File: config.mk
export PLATFORM = sky130hd
export DESIGN_NAME = dram_ctrl
export DESIGN_NICKNAME = d
export VERILOG_FILES = /design/src/rtl/dram_ctrl.sv
export SDC_FILE = /design/constraint.sdc
export NUM_CORES = 1
export LEC_CHECK = 0
export CORE_MARGIN = 3
export CORE_UTILIZATION = 47
export CTS_BUF_LIST = sky130_fd_sc_hd__clkbuf_16
export CTS_CLUSTER_DIAMETER = 150
export CTS_CLUSTER_SIZE = 8
export DETAILED_ROUTE_END_ITERATION = 6
export GPL_TIMING_DRIVEN = 0
export PLACE_DENSITY = 0.8
export SETUP_SLACK_MARGIN = 0.4
export SKIP_CTS_REPAIR_TIMING = 1
export SLEW_MARGIN = 10
export SYNTH_ARGS = -nofsm -noshare
export SYNTH_HDL_FRONTEND = slang
export SYNTH_SLANG_ARGS = --single-unit
File: constraint.sdc
create_clock -name clk -period 2.6 [get_ports clk]
set_input_delay 0.26 -clock clk [delete_from_list [all_inputs] [get_ports clk]]
set_output_delay 0.26 -clock clk [all_outputs]
set_load 0.1 [all_outputs]
File: src/rtl/dram_ctrl.sv
// Sequencing controller in front of dram_dut: single host read/write requests over
// valid/ready, periodic refresh with priority over accesses, fully registered pins.
module dram_ctrl #(
    parameter int ADDR_W     = 6,
    parameter int DATA_W     = 8,
    parameter int REF_PERIOD = 64,
    parameter int REF_CYCLES = 4,
    parameter int RD_LAT     = 1,
    parameter int REF_CNT_W  = 8
) (
    input  logic                 clk,
    input  logic                 rst,
    input  logic                 req_valid,
    output logic                 req_ready,
    input  logic                 req_we,
    input  logic [ADDR_W-1:0]    req_addr,
    input  logic [DATA_W-1:0]    req_wdata,
    output logic                 rsp_valid,
    output logic [DATA_W-1:0]    rsp_rdata,
    output logic                 mem_wren,
    output logic                 mem_refresh,
    output logic [ADDR_W-1:0]    mem_addr,
    output logic [DATA_W-1:0]    mem_din,
    input  logic [DATA_W-1:0]    mem_dout,
    output logic [REF_CNT_W-1:0] ref_cnt
);
    localparam logic [1:0] S_IDLE    = 2'd0;
    localparam logic [1:0] S_WRITE   = 2'd1;
    localparam logic [1:0] S_READ    = 2'd2;
    localparam logic [1:0] S_REFRESH = 2'd3;

    localparam int TMR_W   = $clog2(REF_PERIOD);
    localparam int CNT_MAX = (REF_CYCLES > RD_LAT) ? REF_CYCLES : RD_LAT;
    localparam int CNT_W   = (CNT_MAX > 1) ? $clog2(CNT_MAX) : 1;

    localparam logic [TMR_W-1:0] TMR_RELOAD = TMR_W'(REF_PERIOD - 1);
    localparam logic [CNT_W-1:0] REF_LAST   = CNT_W'(REF_CYCLES - 1);
    localparam logic [CNT_W-1:0] RD_LAST    = CNT_W'(RD_LAT - 1);

    logic [1:0]       r_state;
    logic             r_ref_pend;
    logic [TMR_W-1:0] r_timer;
    logic [CNT_W-1:0] r_cnt;
    logic             w_hs;

    assign req_ready = !rst && (r_state == S_IDLE) && !r_ref_pend;
    assign w_hs      = req_valid && req_ready;

    always_ff @(posedge clk or posedge rst) begin
        if (rst) begin
            r_timer <= TMR_RELOAD;
        end else if (r_timer == '0) begin
            r_timer <= TMR_RELOAD;
        end else begin
            r_timer <= r_timer - TMR_W'(1);
        end
    end

    // A fresh expiry takes priority over the clear so no refresh is ever lost.
    always_ff @(posedge clk or posedge rst) begin
        if (rst) begin
            r_ref_pend <= 1'b0;
        end else if (r_timer == '0) begin
            r_ref_pend <= 1'b1;
        end else if (r_state == S_IDLE && r_ref_pend) begin
            r_ref_pend <= 1'b0;
        end
    end

    always_ff @(posedge clk or posedge rst) begin
        if (rst) begin
            r_state     <= S_IDLE;
            r_cnt       <= '0;
            rsp_valid   <= 1'b0;
            rsp_rdata   <= '0;
            mem_wren    <= 1'b0;
            mem_refresh <= 1'b0;
            mem_addr    <= '0;
            mem_din     <= '0;
            ref_cnt     <= '0;
        end else begin
            rsp_valid <= 1'b0;
            case (r_state)
                S_IDLE: begin
                    if (r_ref_pend) begin
                        r_state     <= S_REFRESH;
                        mem_refresh <= 1'b1;
                        r_cnt       <= REF_LAST;
                    end else if (w_hs) begin
                        mem_addr <= req_addr;
                        if (req_we) begin
                            r_state  <= S_WRITE;
                            mem_wren <= 1'b1;
                            mem_din  <= req_wdata;
                        end else begin
                            r_state <= S_READ;
                            r_cnt   <= RD_LAST;
                        end
                    end
                end
                S_WRITE: begin
                    r_state  <= S_IDLE;
                    mem_wren <= 1'b0;
                    mem_addr <= '0;
                    mem_din  <= '0;
                end
                S_READ: begin
                    if (r_cnt == '0) begin
                        r_state   <= S_IDLE;
                        mem_addr  <= '0;
                        rsp_valid <= 1'b1;
                        rsp_rdata <= mem_dout;
                    end else begin
                        r_cnt <= r_cnt - CNT_W'(1);
                    end
                end
                S_REFRESH: begin
                    if (r_cnt == '0) begin
                        r_state     <= S_IDLE;
                        mem_refresh <= 1'b0;
                        ref_cnt     <= ref_cnt + REF_CNT_W'(1);
                    end else begin
                        r_cnt <= r_cnt - CNT_W'(1);
                    end
                end
                default: r_state <= S_IDLE;
            endcase
        end
    end
endmodule
# After elaboration in Yosys (flattened, before gate mapping)
# Index checks and enable logic that the tools add are counted.
dict set report totals {
  wordCells 79
  output_inout_bits 34
  reg_bits 44
}
dict set report op_classes {
  n_reduce_logical 22
  muxes 30
  eq_ne 13
  add_sub_neg 3
}
# op count
set ops {}
lappend ops {{$mux 6} 4}
lappend ops {{$mux 8} 3}
lappend ops {{$pmux 6 s3} 1}
lappend ops {{$mux 2} 8}
lappend ops {{$pmux 8 s2} 1}
lappend ops {{$ne 2x2->1 const B} 7}
lappend ops {{$reduce_and 4->1} 3}
lappend ops {{$mux 1} 9}
lappend ops {{$add 8x1->8 const B} 1}
lappend ops {{$reduce_bool 2->1} 4}
lappend ops {{$logic_not 6->1} 1}
lappend ops {{$ne 3x3->1 const B} 2}
lappend ops {{$pmux 2 s3} 1}
lappend ops {{$reduce_and 2->1} 3}
lappend ops {{$sub 6x1->6 const B} 1}
lappend ops {{$eq 2x2->1 const B} 2}
lappend ops {{$logic_and 1x1->1} 4}
lappend ops {{$logic_not 2->1} 2}
lappend ops {{$pmux 1 s2} 2}
lappend ops {{$pmux 2 s2} 1}
lappend ops {{$reduce_and 3->1} 1}
lappend ops {{$reduce_bool 3->1} 1}
lappend ops {{$eq 2x1->1 const B} 1}
lappend ops {{$logic_not 1->1} 2}
lappend ops {{other kinds (3)} 3}

# Longest topological paths before layout
# Gate-level depths: netlist (run 1).
dict set report logic_depth {
  word_depth 7
  mapped_depth 6
  ltp_nobuf 5
}

# Worst setup path after synthesis (run 1)
# No wires, ideal clock.
dict set report synth_timing {
  path_kind {register -> output}
  start {register r_state[0]}
  end {output req_ready}
  arrival_ns 2.195
  path_slack_ns 0.145
  path_buffers 1
  path_stages_with_launch 6
  required_ns 2.340
  cell_sequence {dfrtp_1 inv_1 ha_1 buf_2 nand2b_1 nor2_1}
}
dict set report synth_via {
  elab_chain_len 3
}
# item line
set synth_lines {}
lappend synth_lines {{start, declared} 40} ;# logic [1:0] r_state;
lappend synth_lines {{start signal, assigned} 72} ;# r_state <= S_IDLE;
lappend synth_lines {{start signal, assigned} 86} ;# r_state <= S_REFRESH;
lappend synth_lines {{start signal, assigned} 92} ;# r_state <= S_WRITE;
lappend synth_lines {{$logic_not 2->1} 46} ;# assign req_ready = !rst && (r_state == S_IDLE) && !r_ref_pend;
lappend synth_lines {{$logic_and 1x1->1 (2 in a row)} 46}
lappend synth_lines {{end, declared} 14} ;# output logic req_ready,
# No other way between the ends.

# Worst setup path after layout (run 1)
dict set report layout_timing {
  start {register ref_cnt[2]}
  end {output ref_cnt[2]}
}
# item line
set layout_lines {}
lappend layout_lines {{start, declared} 25} ;# output logic [REF_CNT_W-1:0] ref_cnt
lappend layout_lines {{start signal, assigned} 121} ;# ref_cnt <= ref_cnt + REF_CNT_W'(1);
# No word-level cell between the ends.

==> flow_summary.toml, run 1 <==
[outcome]
status = "completed"

[clock_tree]
clk_transition_reported_paths_ps = 60
clock_insertion_delay_worst_skew_ps = 280
cts_sinks = 44
cts-root-buf = "sky130_fd_sc_hd__clkbuf_16"
htreeDepth = 2
clock_tree_from_tritoncts = "done"
cts_buffer_depth = 2
tritoncts.num_buffers = 5

[detailed_routing]
wirelength_mm = 4.09
route.antenna.remaining_nets = 0
drc = 0
via_density_per_instance = 5.14
via_count = 1466
post_drt_wl_per_cell_um = 14.4
drt_first_iter_violations = 57
drt_pass1_iterations = 4

[place]
buffer_ports.inserted = 59
placed_area_um2 = 2700
gp_routability_congestion = 0.748
dp.final_hpwl_mm = 2.96

[layout]
area_added_between_synthesis_and_finish_pct = 41.6
layout.nets = 269
layout-drive-gt1-share = 0.166
finalInstanceArea_um2 = 2860
fin_util = 0.701
n_antenna_cell = 0

[global_route]
first_global_vias = 1546
grt_start_max_net_pins = 31
groute.usage.overall = 0.178
antenna_found_initial = 0
total_congestion_overflow_after_global_routing = 0
grt_first_pass_wirelength_mm = 7.13

[synth]
synth_top_cell_area_share = 0.470
yosysWarnings = 0
post_synth_instance_area_um2 = 2020
syn_inst = 167
yosys.cell_types.count = 35
synth_area_leader_cell = "sky130_fd_sc_hd__dfrtp_1"
synth_seq_cells = 44
synth_seq_area_share = 0.548
synth_area_leaders = "sky130_fd_sc_hd__dfrtp_1, sky130_fd_sc_hd__mux2_2, sky130_fd_sc_hd__dfstp_2"
number_of_synthesized_flops_with_an_enable_pin = 0
synth_fp_nets = 202
async_reset_ff_frac = 1.00
synth_area_per_cell_um2 = 12.1
synth_flop_cell = "sky130_fd_sc_hd__dfrtp_1"

[timing]
maxSlewViolCount = 0
period_minus_slack_ps = 2120
worstMarginPinSlew_ps = 995
fin_worst_skew_ps = 5.24
timing.final.hold_violations = 0
worst_slew_margin_rel = 0.335
grt_setup_unrepaired = "false"
finalSetupViolations = 0
min_period_over_period = 0.815
achievable-frequency_ghz = 0.472

[die]
chipWidth_um = 71.6
design.die.area_um2 = 5130
die-height_um = 71.6
rows = 23
fp.coreArea_um2 = 4090
design.portCount = 60
start_util = 0.495

[critical_path]
crit_type = "flop to primary output"
worst-r2r-cell-count = 6
critical_path.n_buffers_inverters = 1
regToRegSetupSlack_ps = 560
crit_slowest_cell = "sky130_fd_sc_hd__clkdlybuf4s50_1"
critical_path.max_stage_delay_ps = 1160
start_kind = "flop"
worstPathMaxFanout = 5
critical-path-top-delay-family = "buffers and inverters"
worst_setup_path_end_kind = "primary output"
timing.critical_path.cells = "clkdlybuf4s50_1"
worstPathRequired_ps = 2340
cp.depth = 1
worst-endpoint-arrival_ps = 1860

[hold_path]
worst_hold_path_type = "input port to async pin"

[job]
maxCapViolations = 0
[kinds of logic after synthesis]
group	synth area share
simple gates	0.103
mux	0.104
compound gates	0.116
flops	0.548
xor+xnor	0.0390
buf+inv	0.0340
fa+ha+maj	0.0557
[area by class of cell]
type | count | area (um^2)
Sequential cell | 44 | 1110
Timing Repair Buffer | 60 | 608
Fill cell | 314 | 1220
Clock inverter | 3 | 42.5
Tap cell | 50 | 62.6
Inverter | 15 | 56.3
Clock buffer | 5 | 125
Multi-Input combinational cell | 105 | 847
Buffer | 3 | 12.5
[placed cells by master, fill, tap and decap left out, types with 2 or more instances in the layout]
cell type | netlist | final
sky130_fd_sc_hd__clkbuf_1 | 2 | 2
sky130_fd_sc_hd__nand2b_1 | 3 | 3
sky130_fd_sc_hd__nor3_1 | 6 | 6
sky130_fd_sc_hd__o21bai_1 | 2 | 2
sky130_fd_sc_hd__nor3b_1 | 2 | 2
sky130_fd_sc_hd__a21oi_1 | 2 | 2
sky130_fd_sc_hd__xor2_1 | 4 | 4
sky130_fd_sc_hd__xnor2_1 | 5 | 5
sky130_fd_sc_hd__mux2_2 | 16 | 16
sky130_fd_sc_hd__nand2_1 | 10 | 10
sky130_fd_sc_hd__o22ai_1 | 2 | 2
sky130_fd_sc_hd__nor2b_1 | 7 | 7
sky130_fd_sc_hd__clkbuf_16 | 0 | 5
sky130_fd_sc_hd__dfrtp_1 | 38 | 38
sky130_fd_sc_hd__mux2i_1 | 3 | 3
sky130_fd_sc_hd__inv_1 | 15 | 14
sky130_fd_sc_hd__ha_1 | 9 | 9
sky130_fd_sc_hd__nor2_1 | 6 | 5
sky130_fd_sc_hd__a22o_1 | 8 | 8
sky130_fd_sc_hd__nand3_1 | 2 | 2
sky130_fd_sc_hd__dfstp_2 | 6 | 6
sky130_fd_sc_hd__o21ai_0 | 5 | 5
sky130_fd_sc_hd__clkdlybuf4s50_1 | 0 | 58
[routing by layer]
layer  vias up  part of all wire  wire length (um)  global-route usage
met5         -                 0                 0                   0
met4         0             0.011                46              0.0501
met3         6             0.078               320              0.0715
met2        49              0.46              1900               0.272
met1       692              0.45              1830               0.234
li1        719                 -                 -                   -
[Yosys cell counts, types with 2 or more instances]
cell,n
sky130_fd_sc_hd__nand3_1,2
sky130_fd_sc_hd__dfrtp_1,38
sky130_fd_sc_hd__nor3b_1,2
sky130_fd_sc_hd__nor2_1,6
sky130_fd_sc_hd__clkbuf_1,2
sky130_fd_sc_hd__dfstp_2,6
sky130_fd_sc_hd__nand2b_1,3
sky130_fd_sc_hd__o22ai_1,2
sky130_fd_sc_hd__xor2_1,4
sky130_fd_sc_hd__nand2_1,10
sky130_fd_sc_hd__o21bai_1,2
sky130_fd_sc_hd__mux2i_1,3
sky130_fd_sc_hd__xnor2_1,5
sky130_fd_sc_hd__nor3_1,6
sky130_fd_sc_hd__mux2_2,16
sky130_fd_sc_hd__ha_1,9
sky130_fd_sc_hd__a22o_1,8
sky130_fd_sc_hd__nor2b_1,7
sky130_fd_sc_hd__o21ai_0,5
sky130_fd_sc_hd__inv_1,15
sky130_fd_sc_hd__a21oi_1,2
[per-stage QoR]
step	setup TNS (ps)	worst slack, ps	cells	hold WS (ps)
2_1_floorplan	0	601	167	393
6_report	0	481	285	384
3_5_place_dp	0	32.6	277	448
3_3_place_gp	0	39.8	276	446
5_1_grt	0	412	285	419
4_1_cts	-283	-283	285	388
[worst paths after layout]
check	from	to
min in group clk	ref_cnt[7]$_DFFE_PP0P_	ref_cnt[7]$_DFFE_PP0P_
worst max register to register	r_cnt[0]$_DFFE_PP0P_	mem_addr[0]$_DFFE_PP0P_
worst min register to register	ref_cnt[7]$_DFFE_PP0P_	ref_cnt[7]$_DFFE_PP0P_
max in group asynchronous	rst	r_timer[3]$_DFF_PP1_
worst max-delay path	ref_cnt[2]$_DFFE_PP0P_	ref_cnt[2]
worst min-delay path	rst	mem_din[0]$_DFFE_PP0P_
[registers in the layout (all words and copies together) (netlist names)]
name	flops
mem_addr	6
mem_din	8
mem_refresh	1
mem_wren	1
r_cnt	2
r_ref_pend	1
r_state	2
r_timer	6
ref_cnt	8
rsp_rdata	8
rsp_valid	1
Power of run 1 is not shown: default switching activity piles up to over one toggle a cycle in this logic, so the estimate is an artifact.
==> run 2: changes to the inputs <==
- clock period: 2.6 -> 2.16 ns (I/O delays scaled with it)
==> run 2 against run 1 <==
  * Clock skew shrank 0.89 ps
  * Sequential share of layout area shrank 2.2 points
  * Non-clock buffer count grew 8
  * Utilization grew 4.5 points
  * Worst setup slack lost 150 ps
  * Critical path depth grew 5
  * Global-route usage grew 0.27 points
  * First-iteration DRC count shrank 72%
  * Final cell count grew 2.8%
  * Hold slack lost 380 ps
  * Critical endpoint is now req_ready
==> flow_summary.toml, run 2 (synthesis results as in run 1) <==
[timing]
worst_hold_slack_ps = 1.59
finalSetupViolations = 0
fin_worst_skew_ps = 4.35
fin_tns_setup_ps = 0
achievable-frequency_ghz = 0.547
maxSlewViolCount = 0
min_period_over_period = 0.846
period_minus_slack_ps = 1830
grt_setup_unrepaired = "true"
worstMarginPinSlew_ps = 991
worst_slew_margin_rel = 0.338
timing.final.hold_violations = 0

[outcome]
status = "completed"

[clock_tree]
cts_sinks = 44
clock_insertion_delay_worst_skew_ps = 280
clk_transition_reported_paths_ps = 60
clock_tree_from_tritoncts = "done"
tritoncts.num_buffers = 5
htreeDepth = 2
cts_buffer_depth = 2
cts-root-buf = "sky130_fd_sc_hd__clkbuf_16"

[critical_path]
worst-endpoint-arrival_ps = 1610
critical_path.max_stage_delay_ps = 410
worstPathRequired_ps = 1940
critical_path.n_buffers_inverters = 3
setup.worst_path.start = "r_state[0]$_DFFE_PP0P_"
worst-r2r-cell-count = 4
start_kind = "flop"
timing.critical_path.cells = "inv_2 -> ha_1 -> clkbuf_4 -> nand2b_2 -> nor2_4 -> buf_6"
critical-path-top-delay-family = "buffers and inverters"
worst_setup_path_end_kind = "primary output"
cp.depth = 6
crit_type = "flop to primary output"
crit_slowest_cell = "sky130_fd_sc_hd__dfrtp_1"
r2r_start = "r_ref_pend$_DFFE_PP0P_"
worstPathMaxFanout = 10

[global_route]
antenna_found_initial = 0
total_congestion_overflow_after_global_routing = 0
first_global_vias = 1605
grt_start_max_net_pins = 34
groute.usage.overall = 0.180
grt_first_pass_wirelength_mm = 7.27

[detailed_routing]
maxUsedRoutingLayer = "met4"
route.antenna.remaining_nets = 0
drt_first_iter_violations = 16
drt_pass1_iterations = 4
met1_length_mm = 1.86
detailroute.wirelength.met3_um = 296
via_density_per_instance = 5.11
wl_met2_mm = 2.09
drc = 0
post_drt_wl_per_cell_um = 14.7
wirelength_mm = 4.30
via_count = 1496

[die]
start_util = 0.495
fp.coreArea_um2 = 4090
design.portCount = 60
rows = 23
design.die.area_um2 = 5130
die-height_um = 71.6
chipWidth_um = 71.6

[layout]
largest_registers = "mem_din: 8 flops, ref_cnt: 8 flops, rsp_rdata: 8 flops"
layout_commonest_cell = "sky130_fd_sc_hd__dfrtp_1"
layout.cells.most_common_list = "sky130_fd_sc_hd__dfrtp_1, sky130_fd_sc_hd__dlymetal6s2s_1, sky130_fd_sc_hd__clkdlybuf4s50_1"
fin_util = 0.746
layout-drive-gt1-share = 0.230
n_antenna_cell = 0
final_cells = 293
layout.nets = 277
area_added_between_synthesis_and_finish_pct = 50.7

[hold_path]
worst_hold_path_type = "input port to async pin"

[place]
dp.final_hpwl_mm = 3.08
placed_cells_incl_taps = 277
gp_routability_congestion = 0.746
buffer_ports.inserted = 59

[job]
maxCapViolations = 0
run 2: cell types whose count changed in the layout (fill, tap and decap cells not counted), sizes merged:
cell           before  now
clkinvlp            1    2
clkdlybuf4s50      58   24
dlymetal6s2s        0   34
bufinv              1    0
clkbuf              8    6
buf                 2   12
run 2: through the flow:
step	instance area [um^2]	setup WS, ps
floorplan	2030	462
global placement	2690	-372
detailed placement	2710	-359
CTS	2850	-683
global route	3050	225
finish	3050	332
run 2: cell type report:
class                   instances  area [um^2]
fillers                       264         1040
flip-flops and latches         44         1110
repair buffers                 68          764
well taps                      50         62.6
multi-input cells             105          885
clock buffers                   5          125
plain buffers                   3         23.8
inverters                      15         56.3
clock inverters                 3         18.8
run 2: metal layers:
layer | track usage | up-vias
met2 | 0.297 | 49
li1 | - | 723
met1 | 0.219 | 718
met4 | 0.0626 | 0
met5 | 0 | -
met3 | 0.0645 | 6
run 2: path summary, 6_finish.rpt:
check / to / slack [ps]
max: req_ready / 330
min: mem_addr[1]$_DFFE_PP0P_ / 2
max reg2reg: mem_addr[2]$_DFFE_PP0P_ / 400
min reg2reg: ref_cnt[7]$_DFFE_PP0P_ / 460
max in group asynchronous: r_timer[2]$_DFF_PP1_ / 1620
min in group clk: ref_cnt[7]$_DFFE_PP0P_ / 460
Power of run 2 is left out for the same reason.
==> run 3: changes to the inputs <==
- clock period: 2.16 -> 1.9 ns (I/O delays scaled with it)
==> run 3 against run 2 <==
  * Final cell count down 0.34%
  * Non-clock buffer count down 1
  * Register-to-register slack worse by 210 ps
  * Cell area down 4.4%
  * Sequential share of layout area up 1.9 points
  * Hold slack better by 1.9 ps
  * Die area unchanged
  * Worst setup slack worse by 140 ps
  * Clock-buffer cell count unchanged
  * Utilization down 3.3 points
  * Critical path depth down 2
  * Clock skew down 2.1 ps
==> flow_summary.toml, run 3 (synthesis results as in run 1) <==
[place]
dp.final_hpwl_mm = 3.02
buffer_ports.inserted = 59
gp_routability_congestion = 0.717

[job]
maxCapViolations = 0

[die]
design.die.area_um2 = 5130
fp.coreArea_um2 = 4090
design.portCount = 60
chipWidth_um = 71.6
die-height_um = 71.6
start_util = 0.495
rows = 23

[timing]
worst_slew_margin_rel = 0.632
min_period_over_period = 0.899
worstMarginPinSlew_ps = 554
achievable-frequency_ghz = 0.585
period_minus_slack_ps = 1710
maxSlewViolCount = 0
fin_worst_skew_ps = 2.20
grt_setup_unrepaired = "true"
worst_hold_slack_ps = 3.53
timing.final.hold_violations = 0
finalSetupViolations = 0

[layout]
layout_commonest_cell = "sky130_fd_sc_hd__clkbuf_2"
layout.nets = 276
largest_registers = "mem_din: 8 flops, ref_cnt: 8 flops, rsp_rdata: 8 flops"
fin_util = 0.713
area_added_between_synthesis_and_finish_pct = 44.1
layout-drive-gt1-share = 0.426
n_antenna_cell = 0
layout.cells.most_common_list = "sky130_fd_sc_hd__clkbuf_2, sky130_fd_sc_hd__dfrtp_1, sky130_fd_sc_hd__clkdlybuf4s50_1"
fillCellCount = 307

[critical_path]
worst-r2r-cell-count = 4
start_kind = "flop"
crit_type = "flop to flop"
worstPathRequired_ps = 2070
setup.worst_path.start = "r_ref_pend$_DFFE_PP0P_"
setup.worst_path.end = "mem_addr[4]$_DFFE_PP0P_"
worst-endpoint-arrival_ps = 1880
regToRegSetupSlack_ps = 190
rr_endpoint = "mem_addr[4]$_DFFE_PP0P_"
r2r_start = "r_ref_pend$_DFFE_PP0P_"
worstPathMaxFanout = 6
worst_setup_path_end_kind = "flop"

[detailed_routing]
route.antenna.remaining_nets = 0
drt_pass1_iterations = 4
via_density_per_instance = 5.16
via_count = 1506
drt_first_iter_violations = 46
drc = 0
wirelength_mm = 4.47
post_drt_wl_per_cell_um = 15.3

[global_route]
groute.usage.overall = 0.179
antenna_found_initial = 0
total_congestion_overflow_after_global_routing = 0
first_global_vias = 1503
grt_first_pass_wirelength_mm = 7.09
grt_start_max_net_pins = 32

[clock_tree]
htreeDepth = 2
clock_tree_from_tritoncts = "done"
clock_insertion_delay_worst_skew_ps = 280
cts-root-buf = "sky130_fd_sc_hd__clkbuf_16"
tritoncts.num_buffers = 5
cts_buffer_depth = 2
cts_sinks = 44
clk_transition_reported_paths_ps = 60

[outcome]
status = "completed"

[hold_path]
worst_hold_path_type = "input port to async pin"
## run 3: through the flow
step	cells	TNS, ps	setup WS (ps)	area (um^2)
3_5_place_dp	277	-2110	-513	2750
6_report	292	0	192	2910
2_1_floorplan	167	0	236	2080
3_3_place_gp	276	-15520	-582	2730
5_1_grt	292	0	150	2910
4_1_cts	285	-3410	-861	2900
## run 3: layout make-up
type                    instances  area, um^2  share of cell area
clock buffers                   5         125              0.0429
well taps                      50        62.6              0.0215
plain buffers                   3        36.3              0.0125
flip-flops and latches         44        1120               0.384
multi-input cells             105         977               0.335
clock inverters                 3        18.8             0.00644
repair buffers                 67         518               0.178
inverters                      15        56.3              0.0193
## run 3: worst min path at each step
| stage | startpoint | to | slack (ps) |
|---|---|---|---|
| finish | rst | mem_addr[5]$_DFFE_PP0P_ | 4 |
| global route | rst | mem_addr[5]$_DFFE_PP0P_ | 40 |
| CTS | rst | mem_addr[5]$_DFFE_PP0P_ | 370 |
| detailed placement | r_timer[0]$_DFF_PP1_ | r_timer[0]$_DFF_PP1_ | 450 |
| global placement | r_timer[0]$_DFF_PP1_ | r_timer[0]$_DFF_PP1_ | 450 |
| floorplan | req_wdata[0] | mem_din[0]$_DFFE_PP0P_ | 320 |
## run 3: worst max-delay path: stages (launching register included)
cell	delay (ps)
sky130_fd_sc_hd__dfrtp_2	440
sky130_fd_sc_hd__or3b_4	410
sky130_fd_sc_hd__a221oi_4	260
sky130_fd_sc_hd__buf_6	180
sky130_fd_sc_hd__mux2_4	300
## run 3: routing by layer
layer,vias up,global-route usage,part of all wire
met5,-,0,0
met1,723,0.229,0.43
met4,0,0.0626,0.019
met2,46,0.282,0.48
li1,727,-,-
met3,10,0.0659,0.070
Power of run 3 is left out for the same reason.
